===== src/rtl/mmu_rr_arbiter.sv =====
// Round-robin arbiter for one shared MMU resource; registered one-hot grant held until done or withdraw.
// Optional watchdog release is compiled in when ARB_TIMEOUT_EN is defined.
module mmu_rr_arbiter #(
  parameter int N              = 4,
  parameter int IDXW           = $clog2(N),
  parameter int TIMEOUT_CYCLES = 255
) (
  input  logic            clk,
  input  logic            rst_n,
  input  logic [N-1:0]    req,
  input  logic            rsrc_done,
  output logic [N-1:0]    grant_onehot,
  output logic            grant_valid,
  output logic [IDXW-1:0] grant_idx,
  output logic            timeout
);

  typedef enum logic {IDLE, OWN} state_t;

  state_t          state_reg, state_next;
  logic [N-1:0]    grant_reg, grant_next;
  logic [IDXW-1:0] idx_reg, idx_next;
  logic [IDXW-1:0] ptr_reg, ptr_next;
  logic [IDXW-1:0] ptr_adv;
  logic [IDXW-1:0] win_idx;
  logic            owner_req;
  logic            expire;
  logic            rel;

  // Requests viewed in priority order: position gi is requester (ptr + gi) mod N.
  logic [IDXW:0]   rot_sum [N];
  logic [IDXW-1:0] rot_idx [N];
  logic [N-1:0]    rot_req;

  for (genvar gi = 0; gi < N; gi++) begin : g_rot
    assign rot_sum[gi] = {1'b0, ptr_reg} + (IDXW+1)'(gi);
    assign rot_idx[gi] = (rot_sum[gi] >= (IDXW+1)'(N)) ?
                         IDXW'(rot_sum[gi] - (IDXW+1)'(N)) : rot_sum[gi][IDXW-1:0];
    assign rot_req[gi] = req[rot_idx[gi]];
  end

  always_comb begin
    win_idx = '0;
    for (int i = N - 1; i >= 0; i--) begin
      if (rot_req[i]) win_idx = rot_idx[i];
    end
  end

  assign owner_req = req[idx_reg];
  assign ptr_adv   = (idx_reg == IDXW'(N - 1)) ? '0 : idx_reg + 1'b1;
  assign rel       = (state_reg == OWN) && (rsrc_done || !owner_req || expire);

`ifdef ARB_TIMEOUT_EN
  localparam int CNTW = $clog2(TIMEOUT_CYCLES);

  logic [CNTW-1:0] cnt_reg, cnt_next;
  logic            timeout_reg;

  // Done or withdraw in the expiry cycle takes precedence, so no timeout pulse then.
  assign expire   = (state_reg == OWN) && !rsrc_done && owner_req &&
                    (cnt_reg == CNTW'(TIMEOUT_CYCLES - 1));
  assign cnt_next = (state_reg == OWN && !rel) ? cnt_reg + 1'b1 : '0;

  always_ff @(posedge clk or negedge rst_n) begin
    if (!rst_n) begin
      cnt_reg     <= '0;
      timeout_reg <= 1'b0;
    end else begin
      cnt_reg     <= cnt_next;
      timeout_reg <= expire;
    end
  end

  assign timeout = timeout_reg;
`else
  assign expire  = 1'b0;
  assign timeout = 1'b0;
`endif

  always_comb begin
    state_next = state_reg;
    grant_next = grant_reg;
    idx_next   = idx_reg;
    ptr_next   = ptr_reg;
    case (state_reg)
      IDLE: begin
        if (|req) begin
          state_next          = OWN;
          grant_next          = '0;
          grant_next[win_idx] = 1'b1;
          idx_next            = win_idx;
        end
      end
      OWN: begin
        // Releasing through IDLE guarantees an all-zero turnaround cycle between owners.
        if (rel) begin
          state_next = IDLE;
          grant_next = '0;
          idx_next   = '0;
          ptr_next   = ptr_adv;
        end
      end
      default: begin
        state_next = IDLE;
        grant_next = '0;
        idx_next   = '0;
      end
    endcase
  end

  always_ff @(posedge clk or negedge rst_n) begin
    if (!rst_n) begin
      state_reg <= IDLE;
      grant_reg <= '0;
      idx_reg   <= '0;
      ptr_reg   <= '0;
    end else begin
      state_reg <= state_next;
      grant_reg <= grant_next;
      idx_reg   <= idx_next;
      ptr_reg   <= ptr_next;
    end
  end

  assign grant_onehot = grant_reg;
  assign grant_valid  = |grant_reg;
  assign grant_idx    = idx_reg;

  a_onehot0: assert property (@(posedge clk) disable iff (!rst_n) $onehot0(grant_onehot));

endmodule

===== config.mk =====
export PLATFORM = sky130hd
export DESIGN_NAME = mmu_rr_arbiter
export DESIGN_NICKNAME = d
export VERILOG_FILES = /design/src/rtl/mmu_rr_arbiter.sv
export SDC_FILE = /design/constraint.sdc
export NUM_CORES = 1
export LEC_CHECK = 0
export CAP_MARGIN = 10
export CORE_MARGIN = 2
export CORE_UTILIZATION = 35
export DETAILED_ROUTE_END_ITERATION = 12
export GPL_TIMING_DRIVEN = 0
export HOLD_SLACK_MARGIN = 0.06
export SYNTH_ARGS = -nofsm -noshare
export SYNTH_HDL_FRONTEND = slang
export SYNTH_SLANG_ARGS = --single-unit

===== constraint.sdc =====
create_clock -name clk -period 2.07 [get_ports clk]
set_clock_uncertainty 0.1 [all_clocks]
set_input_delay 0.621 -clock clk [delete_from_list [all_inputs] [get_ports clk]]
set_output_delay 0.621 -clock clk [all_outputs]
set_load 0.01 [all_outputs]

Yosys cells after proc, flatten, opt, wreduce, memory -nomap -nowiden
Index checks and enable logic that the tools add are counted.
{"block": "word_totals", "reg_bits": 9, "input_bits": 7, "output_inout_bits": 8, "word_cells": 65}
{"block": "classes", "n_addsub": 8, "n_lt_le_gt_ge": 11, "n_eq_ne": 3, "n_mux": 30, "bitwise_logic": 1, "n_reduce_logical": 8}
{"operator": "2-bit 2-to-1 mux", "count": 11}
{"operator": "2-bit by 3-bit < comparator with 1-bit output (second input constant)", "count": 6}
{"operator": "1-bit binary-select mux with 2-bit select", "count": 5}
{"operator": "3-bit >= comparator (second input constant)", "count": 3}
{"operator": "1-bit 2-to-1 mux", "count": 8}
{"operator": "4-bit 2-to-1 mux", "count": 2}
{"operator": "4-bit case mux with 2 select lines", "count": 1}
{"operator": "4-bit OR reduction", "count": 2}
{"operator": "2-bit by 1-bit subtractor with 2-bit output (second input constant)", "count": 4}
{"operator": "2-bit by 2-bit adder with 3-bit output (second input constant)", "count": 2}
{"operator": "2-bit case mux with 2 select lines", "count": 1}
{"operator": "2-bit AND reduction", "count": 2}
{"operator": "2-bit by 1-bit adder with 3-bit output (second input constant)", "count": 1}
{"operator": "2-bit by 3-bit >= comparator with 1-bit output (second input constant)", "count": 1}
{"operator": "2-bit by 1-bit adder with 2-bit output (second input constant)", "count": 1}
{"operator": "1-bit demux with 2-bit select", "count": 1}
{"operator": "2-bit equality test (second input constant)", "count": 1}
{"operator": "2-bit by 1-bit >= comparator with 1-bit output (second input constant)", "count": 1}
{"operator": "1-bit logical AND", "count": 2}
{"operator": "2-bit by 1-bit != test with 1-bit output (second input constant)", "count": 1}
{"operator": "2-bit != test (second input constant)", "count": 1}
{"operator": "1-bit case mux with 2 select lines", "count": 1}
{"operator": "1-bit zero test", "count": 1}
{"operator": "1-bit logical OR", "count": 1}
{"operator": "1-bit NOT", "count": 1}

Depth between registers and ports, before layout
Gate-level depths: netlist of run 1.
{"block": "depth", "ltp_word": 15, "mapped_depth": 4, "mapped_depth_nobuf": 4}

Worst setup path after synthesis of run 1
OpenSTA, ideal clock, no wires.
{"block": "synth_path", "kind": "input -> register", "startpoint": "input port req[3]", "endpoint": "register idx_reg[0] (netlist: grant_idx[0])", "setup_time_ps": 121, "arrival_time_ps": 1697, "required_ps": 1849, "setup_slack_ps": 152, "cell_stages": 4, "n_path_buf": 0, "cell_sequence": "mux4_2 nor2b_4 mux2_4 a22o_1"}
{"block": "synth_between", "elab_chain_len": 8, "word_cells_on_any_way": 23, "cone_classes": "eq/ne (2); mux (16); reduce/logical (5)"}
{"element": "from (decl)", "line": "10", "rtl": "input logic [N-1:0] req,"}
{"element": "1-bit binary-select mux with 2-bit select", "line": "39", "rtl": "assign rot_req[gi] = req[rot_idx[gi]];"}
{"element": "1-bit 2-to-1 mux (implied by the code)", "line": "39"}
{"element": "2-bit 2-to-1 mux (4 in a row)", "line": "45", "rtl": "if (rot_req[i]) win_idx = rot_idx[i];"}
{"element": "2-bit 2-to-1 mux", "line": "87", "rtl": "if (|req) begin"}
{"element": "2-bit case mux with 2 select lines", "line": "85", "rtl": "case (state_reg)"}
{"element": "to (signal assigned)", "line": "120", "rtl": "idx_reg <= idx_next;"}
{"element": "to (decl)", "line": "22", "rtl": "logic [IDXW-1:0] idx_reg, idx_next;"}
Parallel ways exist; a longest one is shown, timed or not. The select of a mux whose other input is x is not followed.
A chain may end at the register's enable or synchronous reset.

Worst setup path in the final report of run 1
{"block": "layout_path", "startpoint": "input port req[3]", "endpoint": "register grant_reg[2] (netlist: grant_onehot[2])"}
{"block": "layout_between", "elab_chain_len": 12, "word_cells_on_any_way": 28, "cone_classes": "order compare (2); eq/ne (2); mux (18); reduce/logical (6)"}
{"element": "1-bit binary-select mux with 2-bit select", "line": "39"}
{"element": "1-bit 2-to-1 mux (implied by the code)", "line": "39"}
{"element": "2-bit 2-to-1 mux (4 in a row)", "line": "45"}
{"element": "2-bit by 3-bit < comparator with 1-bit output (implied by the code) or 2-bit by 1-bit >= comparator with 1-bit output (tied branches)", "line": "90", "rtl": "grant_next[win_idx] = 1'b1;"}
{"element": "1-bit logical AND (implied by the code)", "line": "90"}
{"element": "1-bit 2-to-1 mux (implied by the code)", "line": "90"}
{"element": "1-bit demux with 2-bit select", "line": "90"}
{"element": "4-bit 2-to-1 mux", "line": "87"}
{"element": "4-bit case mux with 2 select lines", "line": "85"}
{"element": "to (signal assigned)", "line": "119", "rtl": "grant_reg <= grant_next;"}
{"element": "to (decl)", "line": "21", "rtl": "logic [N-1:0] grant_reg, grant_next;"}
Parallel ways exist; a longest one is shown, timed or not. The select of a mux whose other input is x is not followed.

==> results of run 1 <==
==> power by group through the flow <==
stage          Sequential (mW)  Combinational (mW)  Clock [mW]
2_1_floorplan            0.347               0.274           0
4_1_cts                  0.341               0.475       0.148
5_1_grt                  0.354               0.522       0.156
6_report                 0.341               0.470       0.141
3_5_place_dp             0.344               0.496           0
3_3_place_gp             0.344               0.489           0
==> logic make-up (layout without fill, tap and decap cells) <==
logic type | count (synthesis) | count (layout)
AOI/OAI and AO/OA | 16 | 16
and+or+nand+nor | 13 | 13
DFF | 9 | 9
muxes | 3 | 3
buffers and inverters | 3 | 20
adders and majority gates | 1 | 1
other | 1 | 1
==> critical path, cell delays in order <==
cell	delay, ns
sky130_fd_sc_hd__dlygate4sd2_1	0.31
sky130_fd_sc_hd__mux4_2	0.48
sky130_fd_sc_hd__nor2b_4	0.15
sky130_fd_sc_hd__mux2_4	0.29
sky130_fd_sc_hd__a22o_1	0.24
==> synth_stat cells (all sizes together) <==
library cell,n
a311oi,1
mux2i,1
a32o,2
a311o,1
nor4,1
o211a,1
nor2b,1
a21oi,1
o221ai,1
ha,1
and3,1
mux4,1
a21o,2
inv,2
mux2,1
and2b,2
o21ai,2
nand2,2
nor2,2
o22ai,1
o211ai,1
buf,1
a22o,3
nand2b,2
dfrtp,9
conb,1
or4,1
or2,1
==> worst max-delay path by stage <==
| stage | start | end | slack [ns] | depth (start not counted) |
|---|---|---|---|---|
| global route | grant_onehot[0]$_DFFE_PN0P_ | grant_valid | -0.02 | 2 |
| detailed placement | req[3] | grant_onehot[2]$_DFFE_PN0P_ | -0.48 | 5 |
| CTS | grant_onehot[1]$_DFFE_PN0P_ | grant_valid | 0.03 | 2 |
| finish | req[3] | grant_onehot[2]$_DFFE_PN0P_ | 0.03 | 5 |
| global placement | req[3] | grant_onehot[2]$_DFFE_PN0P_ | -0.47 | 5 |
| floorplan | req[3] | grant_idx[0]$_DFFE_PN0P_ | 0.15 | 4 |
==> metrics by stage <==
step	hold slack (ns)	instance area, um2	cells	util, %
3_5_place_dp	0.409	667	74	50.0
3_3_place_gp	0.409	667	74	50.0
5_1_grt	0.439	683	78	51.2
2_1_floorplan	0.225	518	46	-
4_1_cts	0.423	683	78	51.2
6_report	0.421	683	78	51.2
==> layout make-up <==
cell class              instances  area (um2)  share of cell area [%]
multi-input cells              34         278                    40.7
flip-flops and latches          9         225                    33.0
repair buffers                 13         120                    17.6
clock buffers                   4        26.3                    3.85
well taps                      15        18.8                    2.75
plain buffers                   1        7.51                    1.10
inverters                       2        7.51                    1.10
==> layer usage <==
| metal | global-route usage [%] | vias up | share of wire [%] |
|---|---|---|---|
| met5 | 0 | - | 0 |
| met3 | 3.88 | 4 | 5.5 |
| met4 | 9.38 | 0 | 2.1 |
| met1 | 19.7 | 207 | 51 |
| met2 | 20.6 | 12 | 42 |
| li1 | - | 213 | - |
==> repair_timing <==
item	in CTS	in global routing
endpoints found under the setup margin	7	1
pin swaps	0	1
gates resized for setup	8	0
cloned	0	0
hold buffers	0	0
==> report_table.html, run 1 <==
<table>
<tr><th>Metric</th><th>Value</th></tr>
<tr><th colspan="2">Run status</th></tr>
<tr><td>Outcome</td><td>finished clean</td></tr>
<tr><th colspan="2">Pwr</th></tr>
<tr><td>PwrDens</td><td>roughly 1400 nW/um2</td></tr>
<tr><td>Fraction of power consumed by combinational cells</td><td>between 40% and 50%</td></tr>
<tr><td>Total internal power</td><td>about 600 uW</td></tr>
<tr><td>Leakage Power</td><td>roughly 0.32 nW</td></tr>
<tr><td>Switching power summed over all nets</td><td>between 300 and 400 uW</td></tr>
<tr><td>Worst VDD drop</td><td>0.485 mV</td></tr>
<tr><td>Switching portion of total power</td><td>between 30% and 40%</td></tr>
<tr><td>Proportion of power drawn by the clock network</td><td>between 10 and 15%</td></tr>
<tr><td>Post-layout total power</td><td>approximately 950 uW</td></tr>
<tr><td>Sequential share of power</td><td>about 36%</td></tr>
<tr><th colspan="2">Worst setup path</th></tr>
<tr><td>Worst endpoint required time</td><td>~2.1 ns</td></tr>
<tr><td>Reg-to-Reg Start</td><td>grant_idx[1]$_DFFE_PN0P_</td></tr>
<tr><td>Worst setup path class</td><td>input port to register</td></tr>
<tr><td>Sort of element at the start of the critical path</td><td>input port</td></tr>
<tr><td>Register-to-register setup slack</td><td>approximately 0.20 ns</td></tr>
<tr><td>Critical path data arrival time</td><td>about 2.1 ns</td></tr>
<tr><td>Worst R2R End</td><td>grant_onehot[2]$_DFFE_PN0P_</td></tr>
<tr><td>Endpoint kind of the worst setup timing path</td><td>register</td></tr>
<tr><td>Max FO, Critical Path</td><td>7</td></tr>
<tr><td>Cells on worst reg2reg path</td><td>4</td></tr>
<tr><th colspan="2">Global route</th></tr>
<tr><td>Antenna violations before repair</td><td>0</td></tr>
<tr><td>Number of global-route vias before repair</td><td>about 440</td></tr>
<tr><td>Maximum number of pins on one net before global-route repair</td><td>10</td></tr>
<tr><td>Overall global routing resource usage</td><td>~15%</td></tr>
<tr><td>Global-route wire length before repair</td><td>2010 um</td></tr>
<tr><td>Overall overflow remaining after global route</td><td>0</td></tr>
<tr><th colspan="2">Worst hold path</th></tr>
<tr><td>Worst Hold Depth</td><td>1</td></tr>
<tr><td>Origin of the worst min-delay path</td><td>grant_onehot[0]$_DFFE_PN0P_</td></tr>
<tr><td>Class of the most critical hold timing path</td><td>register to register</td></tr>
<tr><td>Worst Hold Path EP</td><td>grant_onehot[0]$_DFFE_PN0P_</td></tr>
<tr><th colspan="2">Die</th></tr>
<tr><td>Die Span Y</td><td>42.5 um</td></tr>
<tr><td>Die Outline Area</td><td>~1800 um2</td></tr>
<tr><td>Placement Rows</td><td>13</td></tr>
<tr><td>Starting Density</td><td>roughly 39%</td></tr>
<tr><td>Area of the placeable core</td><td>approximately 1300 um2</td></tr>
<tr><td>Top-Level Pins</td><td>15</td></tr>
<tr><td>Die X-Extent</td><td>42.5 um</td></tr>
<tr><th colspan="2">Route</th></tr>
<tr><td>Number of iterations in the first detailed-routing pass</td><td>4</td></tr>
<tr><td>Post-detailed-route count of antenna-violating nets</td><td>0</td></tr>
<tr><td>Residual DRC</td><td>0</td></tr>
<tr><td>Via density per instance</td><td>roughly 5.6</td></tr>
<tr><td>Count of routing violations after the opening detailed-route iteration</td><td>13</td></tr>
<tr><td>Via count of the routed design</td><td>between 400 and 500</td></tr>
<tr><td>Routed WL per cell</td><td>between 10 and 15 um</td></tr>
<tr><td>Wirelength, routed</td><td>1170 um</td></tr>
<tr><th colspan="2">Clocking</th></tr>
<tr><td>Number of setup buffers added after CTS</td><td>0</td></tr>
<tr><td>CTS root buf</td><td>sky130_fd_sc_hd__clkbuf_4</td></tr>
<tr><td>Buffer depth of the longest clock path</td><td>2</td></tr>
<tr><td>H-Tree Depth</td><td>1</td></tr>
<tr><td>Sink count of the clock tree</td><td>9</td></tr>
<tr><td>Inserted Clock Buffers</td><td>3</td></tr>
<tr><td>Clock-pin slew on the worst setup and hold paths</td><td>around 0.06 ns</td></tr>
<tr><td>Clock tree from TritonCTS</td><td>built</td></tr>
<tr><td>Clock insertion delay at the later pin of the skew report</td><td>0.27 ns</td></tr>
<tr><th colspan="2">Finish</th></tr>
<tr><td>Max reg flops</td><td>4</td></tr>
<tr><td>Share of cells above drive strength 1</td><td>a little under a fifth</td></tr>
<tr><td>Commonest non-fill, non-tap cells in the layout</td><td>sky130_fd_sc_hd__dfrtp_1, sky130_fd_sc_hd__clkdlybuf4s50_1, sky130_fd_sc_hd__dlygate4sd2_1</td></tr>
<tr><td>Number of fill cells</td><td>about 130</td></tr>
<tr><td>Net total in the final layout</td><td>between 70 and 80</td></tr>
<tr><td>Number of diodes</td><td>0</td></tr>
<tr><td>Commonest non-fill, non-tap cell in the layout</td><td>sky130_fd_sc_hd__dfrtp_1</td></tr>
<tr><td>Layout Area Growth over Synthesis</td><td>31.9%</td></tr>
<tr><th colspan="2">Placement</th></tr>
<tr><td>Global placement routability congestion</td><td>just under 0.8</td></tr>
<tr><td>Post-DP HPWL</td><td>approximately 890 um</td></tr>
<tr><td>I/O Buffers</td><td>13</td></tr>
<tr><td>Setup slack after placement</td><td>-0.483 ns</td></tr>
<tr><th colspan="2">Timing</th></tr>
<tr><td>Final Hold Viols</td><td>0</td></tr>
<tr><td>Min Tclk post-route</td><td>between 2 and 2.5 ns</td></tr>
<tr><td>Unrepaired setup endpoints after global routing</td><td>yes</td></tr>
<tr><td>Final setup fails</td><td>0</td></tr>
<tr><td>Number of max-slew violations in the final report</td><td>0</td></tr>
<tr><td>Maximum achievable frequency</td><td>490 MHz</td></tr>
<tr><td>Accumulated negative setup slack</td><td>0 ns</td></tr>
<tr><td>Final worst path period share</td><td>between 90% and 100%</td></tr>
<tr><td>Final worst slack</td><td>a little under 0.03 ns</td></tr>
<tr><th colspan="2">Synth</th></tr>
<tr><td>Synthesized cell area</td><td>a little over 500 um2</td></tr>
<tr><td>Xor-xnor portion of the synthesized cell area</td><td>0%</td></tr>
<tr><td>Dominant cell type by area after synthesis</td><td>sky130_fd_sc_hd__dfrtp_1</td></tr>
<tr><td>Avg Cell Area, Syn</td><td>11.3 um2</td></tr>
<tr><td>Most area-consuming cells after synthesis</td><td>sky130_fd_sc_hd__dfrtp_1, sky130_fd_sc_hd__a22o_1, sky130_fd_sc_hd__mux4_2, sky130_fd_sc_hd__a32o_1, sky130_fd_sc_hd__a21o_2</td></tr>
<tr><td>Adder and majority gate portion of the synthesized area</td><td>2.42%</td></tr>
<tr><td>Proportion of netlist area held by the largest area contributor</td><td>a little over two fifths</td></tr>
<tr><td>YS warnings</td><td>0</td></tr>
<tr><td>Main combinational cell family by area after synthesis</td><td>compound AO/OA/AOI/OAI gates</td></tr>
<tr><td>Post-synthesis sequential element count</td><td>9</td></tr>
<tr><td>Mux contribution to synthesized area</td><td>9.18%</td></tr>
<tr><td>Syn nets</td><td>54</td></tr>
<tr><td>Netlist cell types</td><td>29</td></tr>
<tr><td>Cells after synthesis</td><td>between 40 and 50</td></tr>
<tr><td>Simple-gate portion of the synthesized area</td><td>around 16%</td></tr>
<tr><td>Synthesized-area fraction occupied by ao, oa, aoi and oai cells</td><td>25.1%</td></tr>
<tr><td>Post-synthesis sequential area ratio</td><td>a little over two fifths</td></tr>
<tr><th colspan="2">Job</th></tr>
<tr><td>Max-capacitance violation count</td><td>0</td></tr>
</table>
Note: power is estimated with default switching activity, not from simulation.
==> run 2: changes to the inputs <==
CELL_PAD_IN_SITES_DETAIL_PLACEMENT = 1   (was default)
CELL_PAD_IN_SITES_GLOBAL_PLACEMENT = 1   (was default)
CORE_UTILIZATION = 34   (was 35)
CTS_CLUSTER_SIZE = 25   (was default)
PLACE_DENSITY_LB_ADDON = 0.1   (was default)
SLEW_MARGIN = 25   (was default)
==> report_table.html, run 2 (same netlist as run 1, synthesis figures left out) <==
<table>
<tr><th>Metric</th><th>Value</th></tr>
<tr><th colspan="2">Run status</th></tr>
<tr><td>Outcome</td><td>finished clean</td></tr>
<tr><th colspan="2">Worst setup path</th></tr>
<tr><td>Cell with the largest stage delay on the worst path</td><td>sky130_fd_sc_hd__mux4_2</td></tr>
<tr><td>Critical path launch point</td><td>req[0]</td></tr>
<tr><td>Critical path data arrival time</td><td>2.08 ns (about the same)</td></tr>
<tr><td>Delay-heaviest family, CP</td><td>multiplexers</td></tr>
<tr><td>Worst setup path class</td><td>input port to register</td></tr>
<tr><td>Max FO, Critical Path</td><td>6 (-1)</td></tr>
<tr><td>Stage delay of the slowest cell on the critical path</td><td>0.47 ns (about the same)</td></tr>
<tr><td>Worst endpoint required time</td><td>2.11 ns (about the same)</td></tr>
<tr><td>WP buf/inv</td><td>1 (unchanged)</td></tr>
<tr><td>Sort of element at the start of the critical path</td><td>input port</td></tr>
<tr><td>Cell-by-cell listing of the critical path</td><td>dlygate4sd2_1 -&gt; mux4_2 -&gt; nor2b_4 -&gt; mux2_4 -&gt; a22o_1</td></tr>
<tr><td>Reg-to-Reg Start</td><td>grant_idx[1]$_DFFE_PN0P_</td></tr>
<tr><td>Endpoint kind of the worst setup timing path</td><td>register</td></tr>
<tr><th colspan="2">Route</th></tr>
<tr><td>Via count of the routed design</td><td>448 (+2.8%)</td></tr>
<tr><td>Via density per instance</td><td>5.53 (-1.1%)</td></tr>
<tr><td>Routed WL per cell</td><td>17.0 um (+14%)</td></tr>
<tr><td>Post-detailed-route count of antenna-violating nets</td><td>0 (unchanged)</td></tr>
<tr><td>Residual DRC</td><td>0 (unchanged)</td></tr>
<tr><td>Wirelength, routed</td><td>1380 um (+18%)</td></tr>
<tr><td>Count of routing violations after the opening detailed-route iteration</td><td>8 (-5)</td></tr>
<tr><td>Number of iterations in the first detailed-routing pass</td><td>4 (unchanged)</td></tr>
<tr><th colspan="2">Timing</th></tr>
<tr><td>Final worst slack</td><td>0.0221 ns (-0.00737 ns)</td></tr>
<tr><td>Number of max-slew violations in the final report</td><td>0 (unchanged)</td></tr>
<tr><td>Min Tclk post-route</td><td>2.05 ns (+0.00737 ns)</td></tr>
<tr><td>Maximum achievable frequency</td><td>488 MHz (-0.36%)</td></tr>
<tr><td>Final worst path period share</td><td>98.9% (+0.36 points)</td></tr>
<tr><td>Worst-margin pin slew</td><td>around 0.55 ns</td></tr>
<tr><td>Final worst hold slack</td><td>0.449 ns (+0.0281 ns)</td></tr>
<tr><td>Final Hold Viols</td><td>0 (unchanged)</td></tr>
<tr><td>Final setup fails</td><td>0 (unchanged)</td></tr>
<tr><td>Worst slew margin relative to its limit</td><td>63.1%</td></tr>
<tr><th colspan="2">Clocking</th></tr>
<tr><td>Clock insertion delay at the later pin of the skew report</td><td>0.26 ns (about the same)</td></tr>
<tr><td>Clock-pin slew on the worst setup and hold paths</td><td>0.07 ns (about the same)</td></tr>
<tr><td>CTS root buf</td><td>sky130_fd_sc_hd__clkbuf_4</td></tr>
<tr><td>Buffer depth of the longest clock path</td><td>2 (unchanged)</td></tr>
<tr><td>H-Tree Depth</td><td>1 (unchanged)</td></tr>
<tr><td>Clock tree from TritonCTS</td><td>built</td></tr>
<tr><td>Inserted Clock Buffers</td><td>3 (unchanged)</td></tr>
<tr><td>Sink count of the clock tree</td><td>9 (unchanged)</td></tr>
<tr><th colspan="2">Global route</th></tr>
<tr><td>Overall global routing resource usage</td><td>15.8% (+1.1 points)</td></tr>
<tr><td>Global-route wire length before repair</td><td>2240 um (+11%)</td></tr>
<tr><td>Overall overflow remaining after global route</td><td>0 (unchanged)</td></tr>
<tr><td>Antenna violations before repair</td><td>0 (unchanged)</td></tr>
<tr><td>Maximum number of pins on one net before global-route repair</td><td>10 (unchanged)</td></tr>
<tr><td>Number of global-route vias before repair</td><td>479 (+10%)</td></tr>
<tr><th colspan="2">Die</th></tr>
<tr><td>Area of the placeable core</td><td>1470 um2 (+10%)</td></tr>
<tr><td>Die Span Y</td><td>43.0 um (+1.3%)</td></tr>
<tr><td>Starting Density</td><td>35.2% (-3.6 points)</td></tr>
<tr><td>Top-Level Pins</td><td>15 (unchanged)</td></tr>
<tr><td>Die Outline Area</td><td>1850 um2 (+2.7%)</td></tr>
<tr><td>Die X-Extent</td><td>43.0 um (+1.3%)</td></tr>
<tr><td>Placement Rows</td><td>14 (+1)</td></tr>
<tr><th colspan="2">Placement</th></tr>
<tr><td>Post-DP HPWL</td><td>996 um (+12%)</td></tr>
<tr><td>I/O Buffers</td><td>13 (unchanged)</td></tr>
<tr><td>Setup slack after placement</td><td>-0.495 ns (-0.0119 ns)</td></tr>
<tr><td>Global placement routability congestion</td><td>0.684 (-11%)</td></tr>
<tr><td>DP Area</td><td>668 um2 (+0.19%)</td></tr>
<tr><th colspan="2">Finish</th></tr>
<tr><td>Commonest non-fill, non-tap cells in the layout</td><td>sky130_fd_sc_hd__dfrtp_1, sky130_fd_sc_hd__clkdlybuf4s50_1, sky130_fd_sc_hd__a22o_1, sky130_fd_sc_hd__buf_4, sky130_fd_sc_hd__clkbuf_4</td></tr>
<tr><td>Area of all placed cells without fillers</td><td>692 um2 (+1.3%)</td></tr>
<tr><td>Net total in the final layout</td><td>74 (+2.8%)</td></tr>
<tr><td>Number of fill cells</td><td>172 (+33%)</td></tr>
<tr><td>Number of diodes</td><td>0 (unchanged)</td></tr>
<tr><td>Utilization after layout</td><td>47.0% (-4.2 points)</td></tr>
<tr><td>Max reg flops</td><td>4 (unchanged)</td></tr>
<tr><td>Share of cells above drive strength 1</td><td>24.6% (+5.6 points)</td></tr>
<tr><td>Commonest non-fill, non-tap cell in the layout</td><td>sky130_fd_sc_hd__dfrtp_1</td></tr>
<tr><td>Layout Area Growth over Synthesis</td><td>33.6%</td></tr>
<tr><th colspan="2">Worst hold path</th></tr>
<tr><td>Class of the most critical hold timing path</td><td>register to register</td></tr>
<tr><td>Origin of the worst min-delay path</td><td>grant_onehot[1]$_DFFE_PN0P_</td></tr>
<tr><th colspan="2">Pwr</th></tr>
<tr><td>PwrDens</td><td>1420 nW/um2 (+2.2%)</td></tr>
<tr><td>Leakage Power</td><td>0.330 nW (+2.6%)</td></tr>
<tr><td>Worst VDD drop</td><td>0.523 mV (+7.9%)</td></tr>
<tr><td>Post-layout total power</td><td>986 uW (+3.5%)</td></tr>
<tr><th colspan="2">Job</th></tr>
<tr><td>Max-capacitance violation count</td><td>0 (unchanged)</td></tr>
</table>
==> run 2: path summary, 6_finish.rpt <==
path	cells past startpoint	slack (ns)	endpoint
max	5	0.02	grant_onehot[3]$_DFFE_PN0P_
min	1	0.45	grant_onehot[1]$_DFFE_PN0P_
max reg2reg	4	0.19	grant_onehot[3]$_DFFE_PN0P_
min reg2reg	1	0.45	grant_onehot[1]$_DFFE_PN0P_
max in group asynchronous	1	1.01	grant_idx[0]$_DFFE_PN0P_
min in group asynchronous	1	0.56	grant_onehot[2]$_DFFE_PN0P_
==> run 2: final cells by class <==
cell class	instances	area (um2)	share of cell area (%)
Clock buffer	4	26.3	3.80
Buffer	1	7.51	1.08
Timing Repair Buffer	15	128	18.4
Tap cell	16	20.0	2.89
Multi-Input combinational cell	34	278	40.1
Sequential cell	9	225	32.5
Inverter	2	7.51	1.08
==> run 2: routing by layer <==
metal	up-vias	global-route usage, %	part of all wire [%]
li1	214	-	-
met1	226	21.5	45
met2	8	25.2	52
met3	0	2.13	3.3
met4	0	6.67	0
met5	-	0	0
==> run 2: worst reg2reg max path, delay by kind of cell (launching register included) <==
family | cells | cell delay [ns]
AOI/OAI and AO/OA | 1 | 0.24
DFF | 1 | 0.46
and+or+nand+nor | 1 | 0.15
muxes | 2 | 0.82
==> run 2: metrics by stage <==
step / TNS [ns] / std cells
floorplan: 0 / 46
global placement: -3.66 / 75
detailed placement: -3.62 / 75
CTS: 0 / 79
global route: -0.0152 / 81
finish: 0 / 81
==> run 2: where the power goes <==
part / internal, mW / leakage [nW] / switching, mW
clock: 0.0741 / 0.0150 / 0.0604
combinational: 0.287 / 0.199 / 0.222
sequential: 0.253 / 0.116 / 0.0885
==> run 2: repair_timing <==
item                                    4_1_cts  5_1_grt
endpoints found under the setup margin        8        4
hold buffers                                  0        0
setup buffers                                 0        2
resized for setup                             8        4
pin swaps                                     0        1
